<file path="src/rtl/seq_pkg.sv">
// Shared types and constants for the serial pattern source and its 1010 marker.
package seq_pkg;

  typedef enum logic [1:0] {
    IDLE,
    RUN,
    PAUSE
  } state_t;

  localparam logic [3:0]  SEQ_1010       = 4'b1010;
  localparam logic [19:0] SEQ_TB_DEFAULT = 20'b00101010001001010110;

endpackage

</file>
<file path="src/rtl/seq_1010_marker.sv">
// Golden overlapping 1010 Mealy detector: 3-bit history of valid bits plus a compare.
module seq_1010_marker
  import seq_pkg::*;
(
  input  logic clk,
  input  logic rst_n,
  input  logic clr,
  input  logic en,
  input  logic x,
  output logic mark
);

  logic [2:0] hist;

  // hist[2] is the oldest bit; only valid cycles advance the history.
  always_ff @(posedge clk) begin
    if (!rst_n || clr) begin
      hist <= '0;
    end else if (en) begin
      hist <= {hist[1:0], x};
    end
  end

  assign mark = en && ({hist, x} == SEQ_1010);

endmodule

</file>
<file path="src/rtl/seq_pattern_gen.sv">
// Serial pattern source (MSB first) with one-shot/repeat, pause and stop,
// plus the expected response of an overlapping 1010 Mealy detector.
module seq_pattern_gen
  import seq_pkg::*;
#(
  parameter int LEN = 20,
  parameter int CW  = $clog2(LEN + 1)
) (
  input  logic           clk,
  input  logic           rst_n,
  input  logic           load,
  input  logic [LEN-1:0] pat,
  input  logic [CW-1:0]  len,
  input  logic           repeat_en,
  input  logic           start,
  input  logic           pause,
  input  logic           stop,
  output logic           x,
  output logic           x_valid,
  output logic           busy,
  output logic           done,
  output logic           mark,
  output logic [CW-1:0]  bit_idx,
  output logic [7:0]     match_cnt
);

  localparam logic [CW-1:0] LEN_MAX = CW'(LEN);
  localparam logic [CW-1:0] IDX_ONE = CW'(1);

  state_t         state_q, state_d;
  logic [LEN-1:0] pat_q, emit_pat;
  logic [CW-1:0]  len_q, len_clamp, eff_len, next_idx, emit_idx;
  logic           rep_q, rep_next, emit, start_run, done_d, emit_bit;

  // A load in the same cycle as start takes effect first, so start sees the new pattern.
  assign len_clamp = (len > LEN_MAX) ? LEN_MAX : len;
  assign eff_len   = load ? len_clamp : len_q;
  assign emit_pat  = (state_q == IDLE && load) ? pat : pat_q;
  assign rep_next  = (state_q == IDLE) ? repeat_en : rep_q;
  assign next_idx  = (bit_idx == '0) ? len_q - IDX_ONE : bit_idx - IDX_ONE;
  assign emit_bit  = emit_pat[emit_idx];
  assign done_d    = emit && (emit_idx == '0) && !rep_next;
  assign busy      = (state_q != IDLE);

  always_comb begin
    state_d   = state_q;
    emit      = 1'b0;
    emit_idx  = bit_idx;
    start_run = 1'b0;
    case (state_q)
      IDLE: begin
        if (start && eff_len != '0) begin
          state_d   = RUN;
          emit      = 1'b1;
          emit_idx  = eff_len - IDX_ONE;
          start_run = 1'b1;
        end
      end
      // stop beats end-of-pattern, which beats pause (done was already shown).
      RUN: begin
        if (stop) begin
          state_d = IDLE;
        end else if (bit_idx == '0 && !rep_q) begin
          state_d = IDLE;
        end else if (pause) begin
          state_d = PAUSE;
        end else begin
          emit     = 1'b1;
          emit_idx = next_idx;
        end
      end
      PAUSE: begin
        if (stop) begin
          state_d = IDLE;
        end else if (!pause) begin
          state_d  = RUN;
          emit     = 1'b1;
          emit_idx = next_idx;
        end
      end
      default: state_d = IDLE;
    endcase
  end

  always_ff @(posedge clk) begin
    if (!rst_n) begin
      state_q   <= IDLE;
      pat_q     <= '0;
      len_q     <= '0;
      rep_q     <= 1'b0;
      x         <= 1'b0;
      x_valid   <= 1'b0;
      bit_idx   <= '0;
      done      <= 1'b0;
      match_cnt <= '0;
    end else begin
      state_q <= state_d;
      if (state_q == IDLE && load) begin
        pat_q <= pat;
        len_q <= len_clamp;
      end
      if (start_run) begin
        rep_q <= repeat_en;
      end
      // PAUSE keeps the last bit and index on the bus but marks it invalid.
      if (emit) begin
        x       <= emit_bit;
        x_valid <= 1'b1;
        bit_idx <= emit_idx;
      end else if (state_d == PAUSE) begin
        x_valid <= 1'b0;
      end else begin
        x       <= 1'b0;
        x_valid <= 1'b0;
        bit_idx <= '0;
      end
      done <= done_d;
      if (start_run) begin
        match_cnt <= '0;
      end else if (mark && match_cnt != 8'hFF) begin
        match_cnt <= match_cnt + 8'd1;
      end
    end
  end

  seq_1010_marker u_marker (
    .clk   (clk),
    .rst_n (rst_n),
    .clr   (start_run),
    .en    (x_valid),
    .x     (x),
    .mark  (mark)
  );

endmodule

</file>
<file path="config.mk">
export PLATFORM = sky130hd
export DESIGN_NAME = seq_pattern_gen
export DESIGN_NICKNAME = d
export VERILOG_FILES = /design/src/rtl/seq_pkg.sv /design/src/rtl/seq_1010_marker.sv /design/src/rtl/seq_pattern_gen.sv
export SDC_FILE = /design/constraint.sdc
export NUM_CORES = 1
export LEC_CHECK = 0
export ABC_AREA = 1
export CAP_MARGIN = 15
export CORE_MARGIN = 2
export CORE_UTILIZATION = 40
export DETAILED_ROUTE_END_ITERATION = 16
export PLACE_DENSITY_LB_ADDON = 0.15
export SYNTH_ARGS = -nofsm -noshare
export SYNTH_HDL_FRONTEND = slang
export SYNTH_HIERARCHICAL = 1
export SYNTH_SLANG_ARGS = --single-unit
</file>
<file path="constraint.sdc">
create_clock -name clk -period 3 [get_ports clk]
set_clock_uncertainty 0.1 [all_clocks]
set_input_delay 0.6 -clock clk [delete_from_list [all_inputs] [get_ports clk]]
set_output_delay 0.6 -clock clk [all_outputs]
set_load 0.005 [all_outputs]
</file>
After elaboration in Yosys (flattened, before gate mapping)
Cells that the tools add are included.
- word-level logic and storage cells: 72
- ROM bits: 0
- output and inout bits: 18
- bits in latches: 0
- memories: 0
- memory bits (writable): 0
- register bits after elaboration: 47
- bitwise logic cells: 1
- muxes and demuxes: 32
- shift operators: 0
- divide/modulo/power cells: 0
- equal/unequal tests: 6
- reductions and logical operators: 17
- add/subtract/negate cells: 4
- $lt $le $gt $ge: 2
- $mul: 0
- operators by type and width (cell ; count):
    2-to-1 mux 5 bit ; 10
    2-to-1 mux 20 bit ; 1
    one-hot mux 5 bit (3 select lines) ; 1
    subtractor 5 x 1 -> 5 bit, second input constant ; 3
    2-to-1 mux 2 bit ; 6
    2-to-1 mux 1 bit ; 11
    logical NOT 5 bit ; 2
    adder 8 x 1 -> 8 bit, second input constant ; 1
    != test 8 bit, second input constant ; 1
    logical AND 1 bit ; 7
    < comparator 5 x 6 -> 1 bit, second input constant ; 1
    one-hot mux 2 bit (3 select lines) ; 1
    binary-select mux 1 bit (select 5 bit) ; 1
    greater-than comparator 5 bit, second input constant ; 1
    nonzero test 5 bit ; 1
    equality test 2 bit, second input constant ; 2
    equality test 4 bit, second input constant ; 1
    logical NOT 1 bit ; 3
    one-hot mux 1 bit (3 select lines) ; 1
    equality test 2 x 1 -> 1 bit, second input constant ; 1
    logical NOT 2 bit ; 1
    != test 2 bit, second input constant ; 1
    nonzero test 2 bit ; 1
    OR reduction 2 bit ; 1
    other kinds (2) ; 2

Logic depth before layout (Yosys ltp)
- depth after elaboration: 10
- depth in mapped cells: 24

By module
The synthesis kept the hierarchy.
- by module, submodules not included (module ; area each (µm²) ; sequential area each (µm²) ; times used ; cells each):
    seq_pattern_gen ; 2650.0 ; 880.8 ; 1 ; 383
    seq_1010_marker ; 127.6 ; 60.1 ; 1 ; 18

Worst setup path before layout
Ideal clock, no wire load.
- kind: input to register
- start: in len[3]
- end: reg x
- path slack: 0.383 ns
- required time: 2.769 ns
- arrival: 2.386 ns
- stages on the path: 20
- cell sequence: o21a_1 -> nand2_1 -> nand3_1 -> nand2_1 -> inv_1 -> ha_1 -> nand3_2 -> nor2_4 -> nand2_2 -> nand3_2 -> nor2_1 -> nor2_4 -> a21oi_4 -> nand3_1 -> nand2_1 -> nand2_1 -> nand2_1 -> nor2_1 -> nand2_1 -> a21oi_2
- longest elaborated chain between the ends: 10
- ends and longest elaborated chain (what ; line ; text):
    start: declaration ; seq_pattern_gen.sv:13 ; input logic [CW-1:0] len,
    greater-than comparator 5 bit ; seq_pattern_gen.sv:36 ; assign len_clamp = (len > LEN_MAX) ? LEN_MAX : len;
    2-to-1 mux 5 bit (*) ; seq_pattern_gen.sv:36 ;
    2-to-1 mux 5 bit (*) ; seq_pattern_gen.sv:37 ; assign eff_len = load ? len_clamp : len_q;
    branches (longest 7 deep; another with subtractor 5 x 1 -> 5 bit) ; n/a ;
    end signal: assignment ; seq_pattern_gen.sv:107 ; x <= emit_bit;
    end: declaration ; seq_pattern_gen.sv:18 ; output logic x,
Every way passes the cells marked *. The select of a mux whose other input is x is not followed.
A chain may end at the register's enable or synchronous reset.

Final worst setup path
- start: in load
- end: reg x
- longest elaborated chain between the ends: 8
- ends and longest elaborated chain (what ; line ; text):
    start: declaration ; seq_pattern_gen.sv:11 ; input logic load,
    branches (longest 8 deep; another with subtractor 5 x 1 -> 5 bit) ; n/a ;
Several ways; the timed one is not identified. The select of a mux whose other input is x is not followed.

==> flow_summary.toml <==
[logic_synthesis]
synth_cells = 401
synth_top_cell_area_share = 0.3387
muxShareOfSynthArea = 0.02883
synth_xor_area_frac = 0.02523
async_flop_share = 0
synthFlopType = "dfxtp_1"
yosys_warnings = 6
synth_area_leaders = "dfxtp_1 (34%), nand2_1 (11%), nor2_1 (6.8%), inv_1 (5.7%), nand3_1 (5.6%)"
synth_commonest_cells = "nand2_1 (83), nor2_1 (50), dfxtp_1 (47)"
yosysMostFrequentCell = "nand2_1"
ys_seq_area_frac = 0.3387
synth_compound_area_frac = 0.1140
synth_top_family_by_area = "simple AND/OR/NAND/NOR gates"
yosys.area_share.simple = 0.3959
syn_area_per_cell_um2 = 6.927
synth_fa_ha_area_frac = 0.01802
syn_area_um2 = 2778
synth_area_leader_cell = "dfxtp_1"
ys_ff_latch = 47
netlist-cell-type-count = 40
synth-edff-count = 0
syn-num-nets = 437

[grt]
antenna_found_initial = 0
track_usage = 0.1976
grt_pass1_vias = 2692
use_met2 = 0.3333
grt_overflow_total = 0
top_usage_layer = "met2"
grt_first_pass_wirelength_um = 12050
grt_use_met1 = 0.2623
grt_max_degree = 30
use_met3 = 0.03318

[power]
p_leak_nw = 1.758
p_sw_frac = 0.3303
combPwrFrac = 0.352
p_sw_mw = 0.5449
p_seq_frac = 0.413
ir_worst_vdd_mv = 0.2904
fin_total_pwr_mw = 1.650
p_int_mw = 1.105
p_clk_frac = 0.235
power_density_nw_per_um2 = 430.5

[sta]
fin_crit_sh = 0.9471
hold_viol = 0
finalMaxSlewViolations = 0
hold_slack_ns = 0.3687
fin_crit_ns = 2.841
slew_headroom = 0.5169
tightest_slew_ns = 0.7191
fmaxAchievable_ghz = 0.3520
final.setup.tns_ns = 0
setup_viol = 0

[worst_setup_path]
worstSetupPathType = "in2reg"
end_kind = "flop"
cp_data_arrival_time_ns = 2.92
r2r_setup_slack_ns = 0.45
crit_path_start_kind = "input port"
reg2reg_depth = 17
cp_data_required_time_ns = 3.08
r2r_end = "x"
cp_max_fo = 6
crit-reg2reg-launch = "bit_idx[3]"

[drt]
first_pass_iters = 4
drtIter0Drc = 122
vias = 2797
drt.antenna.violating_nets = 0
wl_um = 7278
via_per_inst = 4.977
drc = 0
post_drt_wl_per_cell_um = 12.95

[final_layout]
post-route-util = 0.5672
syn2layout_area_growth_pct = 37.97
stdcell_count = 562
diodes = 0
fin_nets = 518
final_layout_size_suffix_gt1_frac = 0.2344

[placed_design]
hpwl_um = 5576
dp_cells = 552
gp_congestion = 0.8633
port_buffers = 49

[floorplan]
dieHeight_um = 87.33
io_pins = 50
dieArea_um2 = 7627
die_x_um = 87.33
num_rows = 30
start_util = 0.4111
core_area_um2 = 6756

[min_path]
worst_hold_path.endpoint = "u_marker/hist[0]"
hold_path.class = "reg2reg"
min_delay_path_depth = 2
hp-start = "u_marker/hist[0]"

[clock_tree]
cts_tree = "yes"
cts-root-buf = "clkbuf_8"
worstSkewPairLatency_ns = 0.29
ctsLongestPathBuffers = 2
ctsHoldBuffers = 0
cts_max_level = 2
cts.sinks = 47
path_clk_slew_ns = 0.08
cts_buffers = 5

[status]
status = "complete, no violations"

[flow_run]
timing.max_cap.violations = 0
-- how the worst max path moves through the flow --
stage / from / to / slack (ns) / depth (start not counted)
3_3_place_gp: len[2] / x / -0.23 / 20
5_1_grt: load / x / -0.007 / 21
3_5_place_dp: len[2] / x / -0.33 / 22
4_1_cts: len[2] / x / 0.03 / 22
2_1_floorplan: len[3] / x / 0.38 / 20
6_report: load / x / 0.16 / 20
-- flip-flops by register name, indices dropped and copies added (netlist names) --
signal         cells
bit_idx            5
rep_q              1
x                  1
pat_q             20
len_q              5
u_marker/hist      3
match_cnt          8
x_valid            1
done               1
state_q            2
-- critical path: stages --
cell and delay, ns:
clkdlybuf4s50_1 0.57, inv_2 0.06, nand2_1 0.08, and2_4 0.15, ha_2 0.16, nand3_2 0.09
nor2_4 0.16, nand2_4 0.08, nand2_4 0.08, nand2_2 0.07, nand2_2 0.10, nand2_4 0.06
a21oi_4 0.23, nand3_2 0.10, nand2_1 0.07, nand2_1 0.05, nand2_1 0.05, nor2_1 0.04
nand2_1 0.07, a21oi_2 0.05
-- through the flow --
step | worst slack, ns | area (um2)
global placement | -0.2299 | 3578
detailed placement | -0.3293 | 3578
finish | 0.1588 | 3832
global route | -0.007261 | 3832
floorplan | 0.3830 | 2778
CTS | 0.03071 | 3674
-- logic make-up after synthesis --
family	Yosys count
adder cells (fa/ha/maj)	4
flip-flops	47
AND/OR/NAND/NOR	225
buffers and inverters	58
AO/OA/AOI/OAI	51
XOR/XNOR	8
multiplexers	8
-- final cells by class --
type | instances | area, um2
clock buffer | 6 | 82.58
clock inverter | 1 | 5.005
fill | 669 | 2924
inverter | 52 | 195.2
multi-input combinational | 297 | 1755
sequential | 47 | 940.9
tap | 80 | 100.1
timing repair buffer | 79 | 753.2
-- cell usage in the layout, fill, tap and decap left out, types with 2 or more instances in the layout --
master	instances
inv_1	41
nor2_4	6
nand3_1	26
o21ai_1	7
o2111ai_1	2
buf_4	28
dfxtp_1	47
nand3_2	8
nand4_1	6
nor3_1	4
xor2_1	5
clkdlybuf4s50_1	44
nor4_1	2
clkbuf_8	6
nand3b_1	3
nor2_2	7
xnor2_1	3
nand2_1	77
nand2_2	11
o21ai_0	12
dlymetal6s2s_1	5
nor2_1	49
ha_1	3
or2_2	14
a21oi_1	13
mux2i_1	8
a211oi_1	3
inv_2	11
buf_12	2
a21oi_2	5
nand3_4	4
nand2_4	4
nand2_8	2
-- routing by layer --
metal / wire [um] / part of all wire / up-vias
li1: - / - / 1457
met1: 3412 / 0.47 / 1258
met2: 3405 / 0.47 / 72
met3: 358 / 0.049 / 10
met4: 100 / 0.014 / 0
met5: 0 / 0 / -
-- power groups by stage --
stage / clock, mW / sequential, mW / combinational, mW
finish: 0.387 / 0.682 / 0.581
global route: 0.430 / 0.686 / 0.647
CTS: 0.404 / 0.682 / 0.536
detailed placement: 0 / 0.697 / 0.531
global placement: 0 / 0.695 / 0.527
floorplan: 0 / 0.693 / 0.332
-- what timing repair did --
action                     in CTS  in global routing
gates resized for setup         2                 32
setup endpoints to repair       1                  3
buffers inserted                0                  2
pin swaps                       0                 14
gates cloned                    0                  1
(Power assumes the default switching activity.)
